`src/rtl/rs_pkg.sv`:
```
// rtl/rs_pkg.sv - GF(2^8) arithmetic and shared constants for the t=1 RS decoder
package rs_pkg;

    localparam int N_DEF = 16;
    localparam int K_DEF = 14;

    localparam logic [8:0] PRIM_POLY = 9'h11D;
    localparam logic [7:0] GF_A      = 8'h02;
    localparam logic [7:0] GF_A_INV  = 8'h8E;

    typedef enum logic [1:0] {
        OUT_IDLE,
        OUT_WAIT,
        OUT_RUN
    } out_state_t;

    function automatic logic [7:0] gf_mul(input logic [7:0] x, input logic [7:0] y);
        logic [7:0] acc;
        logic [7:0] sh;
        acc = '0;
        sh  = x;
        for (int i = 0; i < 8; i++) begin
            if (y[i]) acc = acc ^ sh;
            sh = sh[7] ? ((sh << 1) ^ PRIM_POLY[7:0]) : (sh << 1);
        end
        return acc;
    endfunction

    // With a constant c this folds to a fixed XOR network.
    function automatic logic [7:0] gf_mul_const(input logic [7:0] x, input logic [7:0] c);
        return gf_mul(x, c);
    endfunction

    function automatic logic [7:0] gf_pow_a(input int e);
        logic [7:0] v;
        v = 8'h01;
        for (int i = 0; i < e; i++) v = gf_mul(v, GF_A);
        return v;
    endfunction

endpackage

```
`src/rtl/rs_syndrome.sv`:
```
// rtl/rs_syndrome.sv - Horner accumulators for S0=r(1), S1=r(a), latched at frame end
module rs_syndrome
    import rs_pkg::*;
(
    input  logic       clk,
    input  logic       rst,
    input  logic       in_valid,
    input  logic [7:0] in_data,
    input  logic       frame_end,
    output logic [7:0] s0_next,
    output logic [7:0] s1_next,
    output logic [7:0] s0,
    output logic [7:0] s1
);

    logic [7:0] acc0;
    logic [7:0] acc1;

    always_comb begin
        s0_next = acc0 ^ in_data;
        s1_next = gf_mul_const(acc1, GF_A) ^ in_data;
    end

    // The final symbol is folded in combinationally so clear and latch share one edge.
    always_ff @(posedge clk or posedge rst) begin
        if (rst) begin
            acc0 <= '0;
            acc1 <= '0;
            s0   <= '0;
            s1   <= '0;
        end else if (in_valid) begin
            if (frame_end) begin
                acc0 <= '0;
                acc1 <= '0;
                s0   <= s0_next;
                s1   <= s1_next;
            end else begin
                acc0 <= s0_next;
                acc1 <= s1_next;
            end
        end
    end

endmodule

```
`src/rtl/rsdec_t1.sv`:
```
// rtl/rsdec_t1.sv - RS(N,N-2) t=1 decoder: syndromes, ping-pong frame buffer, corrected output
module rsdec_t1
    import rs_pkg::*;
#(
    parameter int N = N_DEF,
    parameter int K = K_DEF
) (
    input  logic       clk,
    input  logic       rst,
    input  logic       in_valid,
    input  logic [7:0] in_data,
    output logic       out_valid,
    output logic [7:0] out_data,
    output logic       out_last,
    output logic       out_fixed,
    output logic       out_uncorr
);

    localparam int CW = $clog2(N);
    localparam logic [CW-1:0] IN_LAST  = CW'(N - 1);
    localparam logic [CW-1:0] OUT_LAST = CW'(K - 1);
    localparam logic [7:0]    A_N1     = gf_pow_a(N - 1);

    logic [7:0]    mem [2][N];
    logic [CW-1:0] in_cnt;
    logic [CW-1:0] out_cnt;
    logic          wr_bank;
    logic          rd_bank;
    logic          frame_end;
    logic [7:0]    s0_next, s1_next, s0_l, s1_l;
    logic [7:0]    loc;
    logic          clean_l, par_l, sticky;
    logic [7:0]    rd_sym;
    logic          match;
    logic          last_sym;
    out_state_t    state_q, state_d;

    assign frame_end = in_valid && (in_cnt == IN_LAST);

    rs_syndrome u_syn (
        .clk       (clk),
        .rst       (rst),
        .in_valid  (in_valid),
        .in_data   (in_data),
        .frame_end (frame_end),
        .s0_next   (s0_next),
        .s1_next   (s1_next),
        .s0        (s0_l),
        .s1        (s1_l)
    );

    always_ff @(posedge clk) begin
        if (in_valid) mem[wr_bank][in_cnt] <= in_data;
    end

    always_comb begin
        rd_sym   = mem[rd_bank][out_cnt];
        match    = (s0_l != 8'h00) && (s1_l == loc);
        last_sym = (out_cnt == OUT_LAST);
    end

    always_comb begin
        state_d = state_q;
        case (state_q)
            OUT_IDLE: if (frame_end) state_d = OUT_WAIT;
            OUT_WAIT: state_d = OUT_RUN;
            OUT_RUN:  if (last_sym) state_d = OUT_IDLE;
            default:  state_d = OUT_IDLE;
        endcase
    end

    always_ff @(posedge clk or posedge rst) begin
        if (rst) begin
            state_q    <= OUT_IDLE;
            in_cnt     <= '0;
            out_cnt    <= '0;
            wr_bank    <= 1'b0;
            rd_bank    <= 1'b0;
            loc        <= '0;
            clean_l    <= 1'b0;
            par_l      <= 1'b0;
            sticky     <= 1'b0;
            out_valid  <= 1'b0;
            out_data   <= '0;
            out_last   <= 1'b0;
            out_fixed  <= 1'b0;
            out_uncorr <= 1'b0;
        end else begin
            state_q <= state_d;
            if (in_valid) begin
                in_cnt <= frame_end ? '0 : in_cnt + 1'b1;
                if (frame_end) wr_bank <= ~wr_bank;
            end
            // Locator starts at the first data position (x^(N-1)) and walks down one per symbol.
            if (frame_end) begin
                rd_bank <= wr_bank;
                loc     <= gf_mul_const(s0_next, A_N1);
                clean_l <= (s0_next == 8'h00) && (s1_next == 8'h00);
                par_l   <= (s0_next != 8'h00) &&
                           ((s1_next == s0_next) || (s1_next == gf_mul_const(s0_next, GF_A)));
                sticky  <= 1'b0;
            end else if (state_q == OUT_RUN) begin
                loc <= gf_mul_const(loc, GF_A_INV);
                if (match) sticky <= 1'b1;
            end
            out_cnt <= (state_q == OUT_RUN) ? out_cnt + 1'b1 : '0;
            if (state_q == OUT_RUN) begin
                out_valid  <= 1'b1;
                out_data   <= match ? (rd_sym ^ s0_l) : rd_sym;
                out_fixed  <= match;
                out_last   <= last_sym;
                out_uncorr <= last_sym && !(clean_l || par_l || sticky || match);
            end else begin
                out_valid  <= 1'b0;
                out_data   <= '0;
                out_fixed  <= 1'b0;
                out_last   <= 1'b0;
                out_uncorr <= 1'b0;
            end
        end
    end

endmodule
```
`config.mk`:
```
export PLATFORM = sky130hd
export DESIGN_NAME = rsdec_t1
export DESIGN_NICKNAME = d
export VERILOG_FILES = /design/src/rtl/rs_pkg.sv /design/src/rtl/rs_syndrome.sv /design/src/rtl/rsdec_t1.sv
export SDC_FILE = /design/constraint.sdc
export NUM_CORES = 1
export LEC_CHECK = 0
export ABC_AREA = 1
export CAP_MARGIN = 5
export CORE_ASPECT_RATIO = 0.7
export CORE_MARGIN = 8
export CORE_UTILIZATION = 39
export DETAILED_ROUTE_END_ITERATION = 10
export GPL_TIMING_DRIVEN = 0
export HOLD_SLACK_MARGIN = 0.05
export PLACE_DENSITY_LB_ADDON = 0.12
export SLEW_MARGIN = 5
export SYNTH_ARGS = -nofsm -noshare
export SYNTH_HDL_FRONTEND = slang
export SYNTH_HIERARCHICAL = 1
export SYNTH_SLANG_ARGS = --single-unit
```
`constraint.sdc`:
```
create_clock -name clk -period 2.7 [get_ports clk]
set_clock_uncertainty 0.15 [all_clocks]
set_input_delay 0.81 -clock clk [delete_from_list [all_inputs] [get_ports clk]]
set_output_delay 0.81 -clock clk [all_outputs]
set_load 0.01 [all_outputs]
```
# == Word-level counts from Yosys, hierarchy flattened ==
# Memory sizes are Yosys's and may differ from the RTL's.
# Cells that the tools add are included.
# word_totals
in_bits,11
mem_count,1
ram_bits,256
output_inout_bits,12
elab_cells,124
reg_bits,67
# memory_table
name,words,word_bits,rd,rd_ports_with_merged_regs,wr,line_no,source
mem,2,128,1,0,1,rsdec_t1.sv:24,logic [7:0] mem [2][N];
# op_classes
addsub,2
mux,46
bitwise,24
magnitude_cmp,3
eq_ne,9
reduce_logical,21
# ops
op,n
8-bit 2-to-1 mux,17
128-bit 2-to-1 mux,1
5-bit 2-to-1 mux,13
8-bit bitwise XOR,8
4-bit NOT,13
8-bit binary-select mux with 4-bit select,1
8-bit demux with 4-bit select,1
8-bit == test,3
8-bit logical NOT,2
8-bit nonzero test,2
5-bit greater-or-equal comparator (second input constant),2
4-bit NOT with 5-bit output,2
4-bit by 1-bit adder with 4-bit output (second input constant),2
4-bit == test (second input constant),2
1-bit 2-to-1 mux,8
4-bit 2-to-1 mux,2
1-bit logical AND,6
2-bit one-hot mux with 3 select lines,1
2-bit AND reduction,3
5-bit by 1-bit < comparator with 1-bit output (second input constant),1
1-bit logical OR,4
2-bit 2-to-1 mux,2
2-bit inequality test (second input constant),2
2-bit nonzero test,2
5 further kinds,5

# == Longest topological paths before layout ==
# Gate-level depths: netlist of run 1.
# logic_depth
depth_word,17
ltp_mapped,13
mapped_depth_nobuf,13

# == By module ==
# The synthesis of run 1 kept the hierarchy.
# modules_own_cells
module,cells_per_inst,seq_area_each_um2,n_inst,area_each_um2
rsdec_t1,1328,8563.2,1,13125.1
rs_syndrome,168,800.8,1,1425.1

# == Worst setup path before layout of run 1 ==
# No wires, ideal clock.
# synth_path
path_kind,input -> register
from,input port in_valid
to,memory mem[0][40] (netlist bit) (enable)
arrival_ps,1887
cell_stages,3
setup_ps,383
n_path_buf,1
t_required_ps,2167
setup_slack_ps,280
path_cell_list,clkbuf_1 nand2_1 nor3_1
# synth_between
elab_chain_len,2
# synth_lines
item,line_no,source
"start, declared",rsdec_t1.sv:10,"input logic in_valid,"
1-bit 2-to-1 mux,rsdec_t1.sv:53,if (in_valid) mem[wr_bank][in_cnt] <= in_data;
128-bit 2-to-1 mux (not written as such),rsdec_t1.sv:53,
"end, declared",rsdec_t1.sv:24,
# Every way passes these cells.

# == Worst setup path after layout of run 1 ==
# layout_path
from,input port in_valid
to,memory mem[0][26] (netlist bit) (enable)
# Same word-level chain as after synthesis.

==> out/qor.csv, run 1 <==
stage;metric;value;unit
final_layout;share of layout cells above drive strength 1;11.0;%
timing;max frequency;380;MHz
synth;Synth Register Bits;323;
final_layout;Final Non-Filler Cells;2085;
setup_path;CP Capture Type;flop;
power_and_ir_drop;sw frac;39.7;%
synth;ranking of synthesized cells by area;edfxtp_1 53%, nand2_1 14%, dfrtp_1 12%, nand3_1 4.5%, inv_1 3.7%;
die;core box area;37000;sq um
timing;Worst slew margin;28.9;%
synth;ys async rst share;20.7;%
final_layout;Ant. Diodes;0;
global_route;GR Overflow Total;0;
routing;Detail Route Antenna Nets;0;
timing;final hold viol count;0;
die;initial core utilization;39.3;%
timing;Fin Setup TNS;0;ns
global_route;global-route wire length before repair;66100;um
clocking;clk slew on worst S/H paths;0.06;ns
synth;synth cell count leaders;562 x nand2_1, 256 x edfxtp_1, 144 x inv_1;
job;Max Cap Viol;0;
place;# port buffers;22;
synth;Synth Cell Area;14600;sq um
setup_path;Reg2Reg Depth;9;
power_and_ir_drop;Flop pwr share;36.9;%
die;number of top-level pins;23;
global_route;GR Util All Layers;20.4;%
outcome;status;finished clean;
synth;Synth area leader;edfxtp_1;
timing;min cycle time layout;2.63;ns
final_layout;Final Util;46.0;%
power_and_ir_drop;switching power;6.82;mW
place;pre-CTS setup slack;-1.41;ns
routing;vias per inst;5.10;
final_layout;design area;17000;sq um
setup_path;Critical Path AT;2.72;ns
setup_path;critical path startpoint;in_valid;
setup_path;CP Launch Type;input pin;
die;Die H;178;um
setup_path;Setup crit end;mem[0][26];
synth;Netlist cell types;36;
worst_hold_path;Tightest Hold Check Type;reg -> reg;
clocking;clock tree buffer depth;3;
setup_path;slowest CP cell;dlygate4sd2_1;
setup_path;reg2reg end;out_data[7];
place;DP HPWL;30800;um
power_and_ir_drop;static leakage;7.22;nW
setup_path;CP cell instances;dlygate4sd2_1 > clkbuf_2 > nand2_1 > nor3_2 > buf_4;
die;Rows;59;
clocking;clk sinks;323;
setup_path;worst reg2reg startpoint;rd_bank;
synth;Syn Inst Count;1496;
power_and_ir_drop;Gate power share;36.7;%
routing;Remaining DRCs;0;
setup_path;flop2flop setup slack;0.15;ns
routing;wire length per cell;21.3;um
timing;setup ws final;0.0678;ns
clocking;H-tree depth;2;
power_and_ir_drop;Int Power;10.3;mW
place;Final GP Congestion;0.897;
timing;fin. max-slew vios;0;
timing;fin crit share;97.5;%
final_layout;Final #Nets;1591;
synth;dominant synthesized flop cell;edfxtp_1;
synth;top-count cell post-synth;nand2_1;
synth;Post-synth EDFFs;256;
power_and_ir_drop;clock share of power;26.3;%
clocking;Post-CTS Hold Fix Bufs;0;
die;die area;43800;sq um
clocking;Num CTS Buffers;34;
timing;endpoints failing setup;0;
final_layout;Fill cells;3497;
synth;Synth top area share;52.8;%
global_route;pin count of the biggest net entering global routing;36;
routing;DRT Pass-1 Iters;5;
power_and_ir_drop;worst vdd ir;0.000583;V
timing;Final Hold Slack;0.281;ns
setup_path;critical path depth;5;
clocking;CTS tree;built;
routing;vias after detailed routing;10600;
place;DP Area;15600;sq um
die;Die Wd;247;um
routing;Iteration-0 DRC Markers;1309;
synth;Synthesis Warnings;6;
routing;final WL;44400;um
setup_path;CP Max Fanout;10;
global_route;number of global-route vias before repair;9993;
timing;RSZ-0062 raised after global routing;no;
setup_path;CP top delay family;buffers and inverters;
final_layout;Area growth, synth to finish;16.8;%
power_and_ir_drop;PwrDens;1010;nW/um^2
synth;Synth Area per Inst;9.73;sq um
setup_path;WP data required;2.79;ns
timing;actual slew at the worst max-slew pin;1.07;ns
setup_path;CP Buf/Inv Count;3;
place;Inst Count DP;2018;
synth;Seq/Total Area, Yosys;64.4;%
clocking;root buffer cell;clkbuf_16;
global_route;initial antenna violation count;1;
setup_path;Setup CP Type;in -> reg;
power_and_ir_drop;total power;17.2;mW
clocking;clk_lat worst skew;0.53;ns
synth;syn nets;1515;
setup_path;Crit path largest cell delay;0.55;ns
power by group through the flow:
stage | registers [mW] | logic (mW) | clock network [mW]
2_1_floorplan | 6.31 | 3.78 | 0
3_3_place_gp | 6.40 | 5.91 | 0
3_5_place_dp | 6.40 | 6.03 | 0
4_1_cts | 6.34 | 6.17 | 4.61
5_1_grt | 6.40 | 6.93 | 4.81
6_report | 6.34 | 6.31 | 4.52
per-layer routing:
layer	wire length [um]	part of all wire, %	vias to the layer above	global-route usage [%]
met1	22100	50	5138	33.1
met3	4240	9.6	47	4.83
met2	17400	39	427	26.9
met5	13	0.029	-	0
li1	-	-	5014	-
met4	597	1.3	2	4.04
cell families after synthesis:
family / count (synthesis) / synth area share (%)
DFF: 323 / 64.4
AOI/OAI and AO/OA: 75 / 2.81
xor gates and xnor gates: 44 / 2.65
and+or+nand+nor: 828 / 23.2
adders and majority gates: 8 / 0.688
buffers and inverters: 218 / 6.29
worst min-delay path by stage:
stage                           from          to  slack (ns)  cells after the start
after CTS                 state_q[1]  state_q[0]        0.29                      1
after floorplan           state_q[1]  state_q[0]        0.26                      1
after global routing      state_q[1]  state_q[0]        0.29                      1
final                     state_q[1]  state_q[0]        0.28                      1
after global placement    state_q[1]  state_q[0]        0.26                      1
after detailed placement  state_q[1]  state_q[0]        0.27                      1
cell usage in the layout (no fill, tap or decap), types with 13 or more instances in the layout:
cell and count:
clkbuf_1 21, nor2_1 71, xor2_1 31, xnor2_1 13
clkbuf_16 37, inv_1 143, nor3_4 14, nand2_1 560
dfrtp_1 66, buf_2 46, buf_4 14, edfxtp_1 256
clkdlybuf4s50_1 13, a21oi_1 29, nand3_1 132, o21ai_0 31
state kept, by name, summed over array words and instances, names as in the netlist, 2 cells and up:
signal      count
u_syn/acc0      8
u_syn/s1        8
state_q         2
in_cnt          4
out_data        8
loc             8
u_syn/s0        8
u_syn/acc1      8
out_cnt         4
mem           256
area by class of cell:
type,instances,area (sq um),area share [%]
Tap cell,488,611,3.59
Multi-Input combinational cell,955,4530,26.6
Clock buffer,49,971,5.71
Timing Repair Buffer,41,529,3.11
Buffer,64,343,2.02
Sequential cell,323,9370,55.1
Inverter,153,574,3.38
Clock inverter,12,73.8,0.434
repair_timing:
item	CTS	global route
pin swaps	5	2
resized for setup	35	15
endpoints found under the setup margin	293	192
setup buffers	2	5
gates cloned	0	0
No activity file was read; power rests on OpenSTA's default activity.
==> inputs of run 2 (changes only) <==
--- a/config.mk
+++ b/config.mk
@@ -6,6 +6,7 @@
 export NUM_CORES = 1
 export LEC_CHECK = 0
 export ABC_AREA = 1
+export ABC_CLOCK_PERIOD_IN_PS = 2700
 export CAP_MARGIN = 5
 export CORE_ASPECT_RATIO = 0.7
 export CORE_MARGIN = 8
@@ -13,6 +14,7 @@
 export DETAILED_ROUTE_END_ITERATION = 10
 export GPL_TIMING_DRIVEN = 0
 export HOLD_SLACK_MARGIN = 0.05
+export MAX_ROUTING_LAYER = met4
 export PLACE_DENSITY_LB_ADDON = 0.12
 export SLEW_MARGIN = 5
 export SYNTH_ARGS = -nofsm -noshare
==> out/qor.csv, run 2 (synthesis results as in run 1) <==
stage;metric;value;unit;change
timing;endpoints failing setup;0;;unchanged
timing;setup ws final;0.0308;ns;-0.0370 ns
power_and_ir_drop;static leakage;7.22;nW;about the same
job;Max Cap Viol;0;;unchanged
setup_path;Setup CP Type;reg -> reg;;
timing;Fin Setup TNS;0;ns;unchanged
timing;final hold viol count;0;;unchanged
clocking;clk_lat worst skew;0.53;ns;about the same
setup_path;CP Max Fanout;10;;unchanged
global_route;GR peak layer;met1;;
routing;Detail Route Antenna Nets;0;;unchanged
place;pre-CTS setup slack;-1.41;ns;unchanged
place;Inst Count DP;2018;;unchanged
timing;RSZ-0062 raised after global routing;no;;
final_layout;share of layout cells above drive strength 1;11.0;%;unchanged
clocking;Post-CTS Hold Fix Bufs;0;;unchanged
global_route;GR Util All Layers;21.0;%;+0.61 points
routing;vias per inst;5.11;;+0.32%
clocking;root buffer cell;clkbuf_16;;
setup_path;flop2flop setup slack;0.03;ns;-0.12 ns
die;Rows;59;;unchanged
final_layout;commonest cells after routing, fill and taps aside;560 x nand2_1, 256 x edfxtp_1, 143 x inv_1;;
global_route;met1 Usage GRT;33.3;%;+0.23 points
routing;final WL;44400;um;+0.14%
die;initial core utilization;39.3;%;unchanged
die;number of top-level pins;23;;unchanged
clocking;CTS tree;built;;
worst_hold_path;Tightest Hold Check Type;reg -> reg;;
clocking;clk sinks;323;;unchanged
setup_path;Critical Path AT;2.92;ns;+0.20 ns
global_route;number of global-route vias before repair;9992;;-0.010%
global_route;global-route wire length before repair;66100;um;about the same
final_layout;Final #Nets;1591;;unchanged
global_route;met2 Usage GRT;26.9;%;about the same
place;Final GP Congestion;0.912;;+1.7%
outcome;status;finished clean;;
final_layout;max reg flops;256;;unchanged
clocking;Num CTS Buffers;34;;unchanged
final_layout;Fill cells;3497;;unchanged
timing;min cycle time layout;2.67;ns;+0.0370 ns
routing;vias after detailed routing;10700;;+0.32%
timing;fin crit share;98.9;%;+1.4 points
power_and_ir_drop;worst vdd ir;0.000583;V;+0.13%
final_layout;register with the most flip-flops;mem;;
die;die area;43800;sq um;unchanged
routing;Remaining DRCs;0;;unchanged
final_layout;Final Non-Filler Cells;2085;;unchanged
global_route;initial antenna violation count;0;;-1
timing;max frequency;375;MHz;-1.4%
routing;DRT Pass-1 Iters;5;;unchanged
global_route;pin count of the biggest net entering global routing;36;;unchanged
setup_path;WP data required;2.95;ns;+0.16 ns
place;# port buffers;22;;unchanged
die;Die Wd;247;um;unchanged
clocking;clk slew on worst S/H paths;0.06;ns;about the same
timing;actual slew at the worst max-slew pin;1.04;ns;-0.0220 ns
power_and_ir_drop;PwrDens;1010;nW/um^2;about the same
die;core box area;37000;sq um;unchanged
global_route;GR Overflow Total;0;;unchanged
final_layout;most common cell after layout, fill and taps aside;nand2_1;;
die;Die H;178;um;unchanged
timing;fin. max-slew vios;0;;unchanged
clocking;clock tree buffer depth;3;;unchanged
clocking;H-tree depth;2;;unchanged
routing;wire length per cell;21.3;um;+0.14%
routing;Iteration-0 DRC Markers;1335;;+2.0%
final_layout;Ant. Diodes;0;;unchanged
setup_path;CP Capture Type;flop;;
global_route;grt met3 use;4.50;%;-0.33 points
final_layout;Area growth, synth to finish;16.8;%;unchanged
setup_path;CP Launch Type;flop;;
timing;Worst slew margin;30.4;%;+1.5 points
place;DP HPWL;30800;um;unchanged
run 2: cell counts in the layout (fill, tap and decap cells not counted):
Identical to the previous run, type by type.
run 2: worst paths after layout:
kind,from,end,depth (start not counted)
min in group asynchronous,rst,loc[7],2
max,rd_bank,out_data[4],10
max in group asynchronous,rst,u_syn/s0[5],3
min,state_q[1],state_q[0],1
min reg2reg,state_q[1],state_q[0],1
max reg2reg,rd_bank,out_data[4],10
run 2: critical path, cell delays in order, from the launching register on:
cell and delay, ns:
dfrtp_1 0.41, inv_2 0.06, buf_6 0.14, clkbuf_1 0.30, o21ai_0 0.57, nand3_1 0.25
nand3_1 0.17, nand2_1 0.09, nand3_1 0.09, nand2_1 0.05, nor2_1 0.25
run 2: final cells by class:
class,count,area (sq um),share of cell area [%]
Buffer,64,343,2.02
Clock buffer,49,971,5.71
Timing Repair Buffer,41,529,3.11
Clock inverter,12,73.8,0.434
Sequential cell,323,9370,55.1
Inverter,153,574,3.38
Tap cell,488,611,3.59
Multi-Input combinational cell,955,4530,26.6
run 2: power breakdown:
part	internal, mW	switching (mW)
Clock	2.59	1.92
Sequential	5.95	0.391
Combinational	1.81	4.52
run 2: what timing repair did:
item                       CTS  global route
pin swaps                    5             4
setup endpoints to repair  293           192
gates resized for setup     35            15
buffers inserted             2             5
run 2: layer usage:
metal | vias up | routed length, um
met5 | - | 0
met4 | 0 | 574
met3 | 45 | 3790
met2 | 389 | 17400
met1 | 5214 | 22700
li1 | 5014 | -
run 2: stage by stage:
| step | utilization, % | hold slack, ns | power [mW] | area, sq um |
|---|---|---|---|---|
| after floorplan | - | 0.258 | 10.1 | 14600 |
| after global placement | 41.6 | 0.263 | 12.3 | 15400 |
| after detailed placement | 42.2 | 0.273 | 12.4 | 15600 |
| after CTS | 45.6 | 0.287 | 17.1 | 16900 |
| after global routing | 46.0 | 0.289 | 18.1 | 17000 |
| final | 46.0 | 0.283 | 17.2 | 17000 |
